### src/rtl/fifo_burst_reader.sv
// fifo_burst_reader: drains a show-ahead FIFO in fixed bursts onto a
// valid/ready stream via a 2-entry skid buffer; timeout/flush drain leftovers.
// Ports: clk, rst_n, fifo_{empty,almost_empty,rdata}_i, fifo_rden_o,
//        flush_i, m_{valid,data,last}_o, m_ready_i, busy_o.
module fifo_burst_reader #(
  parameter int DATA_WIDTH = 32,
  parameter int BURST_LEN  = 4,
  parameter int TIMEOUT    = 8
) (
  input  logic                  clk,
  input  logic                  rst_n,
  input  logic                  fifo_empty_i,
  input  logic                  fifo_almost_empty_i,
  input  logic [DATA_WIDTH-1:0] fifo_rdata_i,
  output logic                  fifo_rden_o,
  input  logic                  flush_i,
  output logic                  m_valid_o,
  input  logic                  m_ready_i,
  output logic [DATA_WIDTH-1:0] m_data_o,
  output logic                  m_last_o,
  output logic                  busy_o
);

  localparam int BW = $clog2(BURST_LEN);
  localparam int WW = $clog2(TIMEOUT + 1);
  localparam logic [BW-1:0] BEAT_MAX = BW'(BURST_LEN - 1);
  localparam logic [WW-1:0] WAIT_MAX = WW'(TIMEOUT);

  typedef enum logic [1:0] {
    IDLE,
    BURST,
    DRAIN
  } state_t;

  state_t                state;
  logic [BW-1:0]         beat_cnt;
  logic [WW-1:0]         wait_cnt;
  logic [DATA_WIDTH-1:0] d0;
  logic [DATA_WIDTH-1:0] d1;
  logic                  l0;
  logic                  l1;
  logic [1:0]            cnt;

  logic space;
  logic pop;
  logic push_last;
  logic drain_stop;
  logic slot0;

  // space comes from the registered count only, so m_ready_i never
  // reaches fifo_rden_o combinationally.
  assign space      = (cnt != 2'd2);
  assign pop        = m_valid_o & m_ready_i;
  assign drain_stop = fifo_empty_i |
                      (!fifo_almost_empty_i & !flush_i);
  // Push lands in entry 0 if the buffer is (or becomes) empty this cycle.
  assign slot0      = (cnt == 2'd0) | ((cnt == 2'd1) & pop);

  always_comb begin
    fifo_rden_o = 1'b0;
    push_last   = 1'b1;
    case (state)
      BURST: begin
        fifo_rden_o = space & !fifo_empty_i;
        push_last   = (beat_cnt == BEAT_MAX);
      end
      DRAIN: begin
        fifo_rden_o = space & !drain_stop;
      end
      default: begin
        fifo_rden_o = 1'b0;
      end
    endcase
  end

  always_ff @(posedge clk or negedge rst_n) begin
    if (!rst_n) begin
      state    <= IDLE;
      beat_cnt <= '0;
      wait_cnt <= '0;
    end else begin
      wait_cnt <= '0;
      case (state)
        IDLE: begin
          if (!fifo_almost_empty_i) begin
            state    <= BURST;
            beat_cnt <= '0;
          end else if (!fifo_empty_i &&
                       (wait_cnt == WAIT_MAX || flush_i)) begin
            state <= DRAIN;
          end else if (!fifo_empty_i) begin
            wait_cnt <= wait_cnt + 1'b1;
          end
        end
        BURST: begin
          if (fifo_rden_o) begin
            beat_cnt <= beat_cnt + 1'b1;
            if (beat_cnt == BEAT_MAX) state <= IDLE;
          end
        end
        DRAIN: begin
          if (drain_stop) state <= IDLE;
        end
        default: state <= IDLE;
      endcase
    end
  end

  always_ff @(posedge clk or negedge rst_n) begin
    if (!rst_n) begin
      d0  <= '0;
      d1  <= '0;
      l0  <= 1'b0;
      l1  <= 1'b0;
      cnt <= 2'd0;
    end else begin
      if (pop) begin
        d0 <= d1;
        l0 <= l1;
      end
      if (fifo_rden_o) begin
        if (slot0) begin
          d0 <= fifo_rdata_i;
          l0 <= push_last;
        end else begin
          d1 <= fifo_rdata_i;
          l1 <= push_last;
        end
      end
      cnt <= cnt + {1'b0, fifo_rden_o} - {1'b0, pop};
    end
  end

  assign m_valid_o = (cnt != 2'd0);
  assign m_data_o  = d0;
  assign m_last_o  = l0;
  assign busy_o    = (state != IDLE) | (cnt != 2'd0);

endmodule
### config.mk
export PLATFORM = sky130hd
export DESIGN_NAME = fifo_burst_reader
export DESIGN_NICKNAME = d
export VERILOG_FILES = /design/src/rtl/fifo_burst_reader.sv
export SDC_FILE = /design/constraint.sdc
export NUM_CORES = 1
export LEC_CHECK = 0
export CAP_MARGIN = 20
export CELL_PAD_IN_SITES_DETAIL_PLACEMENT = 1
export CELL_PAD_IN_SITES_GLOBAL_PLACEMENT = 2
export CORE_UTILIZATION = 37
export CTS_BUF_LIST = sky130_fd_sc_hd__clkbuf_4 sky130_fd_sc_hd__clkbuf_8
export CTS_CLUSTER_SIZE = 16
export DETAILED_ROUTE_END_ITERATION = 8
export HOLD_SLACK_MARGIN = 0.06
export PLACE_DENSITY_LB_ADDON = 0.1
export SETUP_SLACK_MARGIN = 0.5
export SYNTH_ARGS = -nofsm -noshare
export SYNTH_HDL_FRONTEND = slang
export SYNTH_SLANG_ARGS = --single-unit
### constraint.sdc
create_clock -name clk -period 4.4 [get_ports clk]
set_input_delay 0.88 -clock clk [delete_from_list [all_inputs] [get_ports clk]]
set_output_delay 0.88 -clock clk [all_outputs]
set_load 0.02 [all_outputs]
==> results.yml <==
sta:
  hold_viol: 0
  period_minus_slack_ps: 3597
  setup_viol: 0
  max_slew_margin: 0.5583
  finalCritPeriodShare: 0.8175
  skew_ps: 6.119
  timing.fmax_mhz: 278.0
  rsz0062_at_grt: "no"
  slew_violations: 0
  tightest_slew_ps: 662.5
  tns_ps: 0
setup_path:
  worstPathCellList: "clkdlybuf4s50_1, nor3b_1, nor3b_1, buf_4, clkdlybuf4s50_1"
  crit_path_end_kind: "output port"
  startpoint_type: "input port"
  critPathMaxFanout: 6
  cpPeakStageDelay_ps: 540
  critical_path.slowest_cell: "nor3b_1"
  cp_data_required_time_ps: 3520
  crit_type: "in2out"
  crit_arrival_ps: 2720
final_layout:
  layout_common_cells: "dfrtp_1, clkdlybuf4s50_1, nand2_1"
  postLayoutCoreUtil: 0.4948
  fin_cells: 497
  design_area_um2: 4572
  drive_above_1_share: 0.1467
  nets: 409
  final_common_cell: "dfrtp_1"
  diodes: 0
  areaGrowthSynthToFinish_pct: 29.76
clock_tree:
  holdBufCountCts: 0
  clk_pin_slew_worst_paths_ps: 80
  cts-resized-gates: 0
  clk_latency_ps: 340
  postCtsSetupBuffers: 0
  clock_path_buffers: 2
  numClockSinks: 76
  cts_tree: "built"
  cts_root_buf: "clkbuf_8"
  h-tree-depth: 3
  cts_made_buffers: 9
drt:
  via_count: 2357
  drt_wl_total_mm: 7.419
  dr.pass1.iters: 3
  drc: 0
  wire_per_inst_um: 14.93
  detail-route-antenna-nets: 0
  viasPerCell: 4.742
  initialDrtViolationCount: 81
synth:
  syn-cell-area_um2: 3523
  yosys_register_bits: 76
  synth_top_family_by_area: "multiplexers"
  synthMuxAreaShare: 0.2259
  syn_area_per_cell_um2: 12.19
  synthCells: 289
  synth_compound_area_frac: 0.07280
  ys_warn_count: 0
  synthAdderAreaFrac: 0.02841
  syn_nets: 335
  synth_xor_area_frac: 0.009943
  yosysSeqAreaShare: 0.5398
  synth-simple-area-share: 0.08416
  ys_types: 34
floorplan:
  die_x_um: 99.59
  num_rows: 35
  fp.dieH_um: 99.59
  start_util: 0.3813
  coreArea_um2: 9240
  die_area_um2: 9917
  io_pins: 74
placed_design:
  port_buffers: 73
  post_dp_cell_area_um2: 4358
  hpwl_mm: 4.770
  dp_cells: 480
  gp_congestion: 0.7813
flow_run:
  cap_violations: 0
status:
  status: "complete, no violations"
global_routing:
  grt_overflow: 0
  grt_max_degree: 77
  first_global_vias: 2573
  antenna_found_initial: 0
  grt_first_pass_wirelength_mm: 12.85
  groute.usage.overall: 0.1672
power:
  p_per_area_nw_per_um2: 713.6
  ir_worst_vdd_mv: 0.3073
  leakagePower_uw: 0.002111
min_path:
  hold_path_class: "in2async"
[kinds of logic after synthesis]
family | after synthesis
AO/OA/AOI/OAI | 46
XOR/XNOR | 4
adder cells (fa/ha/maj) | 8
buffers and inverters | 26
flip-flops | 76
multiplexers | 65
AND/OR/NAND/NOR | 64
[worst max-delay path: cells and delay by family]
kind | cells | cell delay, ps
AND/OR/NAND/NOR | 2 | 650
buffers and inverters | 3 | 1180
[path summary, 6_finish.rpt]
check                                          start               endpoint  slack, ps  cells after the start
worst min-delay path                           rst_n  m_data_o[7]$_DFF_PN0_        340                      1
max in group asynchronous                      rst_n     m_last_o$_DFF_PN0_       3490                      2
worst max register to register  state[0]$_DFFE_PN0P_      d1[4]$_DFFE_PN0P_       1980                      5
worst max-delay path             fifo_almost_empty_i            fifo_rden_o        800                      5
worst min register to register        l1$_DFFE_PN0P_         l1$_DFFE_PN0P_        490                      2
min in group clk                      l1$_DFFE_PN0P_         l1$_DFFE_PN0P_        490                      2
[flip-flops by register name, indices dropped and copies added (netlist names)]
name,flops
state,2
l1,1
cnt,2
m_last_o,1
d1,32
wait_cnt,4
m_data_o,32
beat_cnt,2
[synthesized netlist by cell type]
| master | number | area [µm²] |
|---|---|---|
| a2111oi_2 | 1 | 15.01 |
| a22oi_1 | 1 | 7.510 |
| nand2b_4 | 1 | 13.76 |
| ha_1 | 8 | 100.1 |
| buf_2 | 8 | 40.04 |
| clkbuf_1 | 2 | 7.510 |
| nor2_1 | 7 | 26.28 |
| inv_1 | 11 | 41.29 |
| and2_1 | 1 | 6.260 |
| nand2b_1 | 4 | 25.02 |
| o31a_1 | 1 | 8.760 |
| o211ai_1 | 2 | 15.01 |
| nand2_1 | 42 | 157.7 |
| o21ai_1 | 3 | 15.01 |
| nor3_1 | 1 | 5.000 |
| a21oi_1 | 1 | 5.000 |
| dfrtp_1 | 76 | 1902 |
| nand4b_1 | 1 | 8.760 |
| nand3_1 | 1 | 5.000 |
| xnor2_1 | 3 | 26.28 |
| buf_6 | 4 | 45.04 |
| mux2_4 | 28 | 420.4 |
| mux2_1 | 4 | 45.04 |
| nor2b_1 | 1 | 6.260 |
| nor4bb_1 | 1 | 10.01 |
| o22a_1 | 1 | 8.760 |
| nor3b_1 | 2 | 15.01 |
| o22ai_1 | 1 | 6.260 |
| inv_2 | 1 | 3.750 |
| xor2_1 | 1 | 8.760 |
| nand4_1 | 1 | 6.260 |
| o21ai_0 | 35 | 175.2 |
| or4_4 | 1 | 11.26 |
| mux2i_1 | 33 | 330.3 |
[per-stage QoR]
step           hold slack, ps  power [µW]  worst slack, ps
4_1_cts                 502.1        3321            820.4
2_1_floorplan           454.7        2223             1697
5_1_grt                 317.4        3517            721.4
6_report                341.4        3263            803.2
3_3_place_gp            469.2        2754            890.5
3_5_place_dp            484.7        2802            840.7
[layer usage]
metal  vias up  part of all wire  global-route usage
met5         -                 0                   0
met4         0            0.0088             0.06787
met3         6             0.041             0.03654
met2        46              0.47              0.2564
met1      1170              0.48              0.2301
li1       1135                 -                   -
[cell type report]
| class | count | area, µm² |
|---|---|---|
| fillers | 996 | 4668 |
| flip-flops and latches | 76 | 1902 |
| multi-input cells | 187 | 1499 |
| repair buffers | 77 | 778.2 |
| well taps | 129 | 161.4 |
| clock buffers | 11 | 151.4 |
| inverters | 12 | 45.04 |
| clock inverters | 5 | 35.03 |
[where the power goes]
group	switching (µW)	total [µW]	internal (µW)
combinational	722	1530	808
sequential	197	1240	1040
clock	261	497	237
total	1180	3260	2080
No activity file was read; power rests on OpenSTA's default activity.
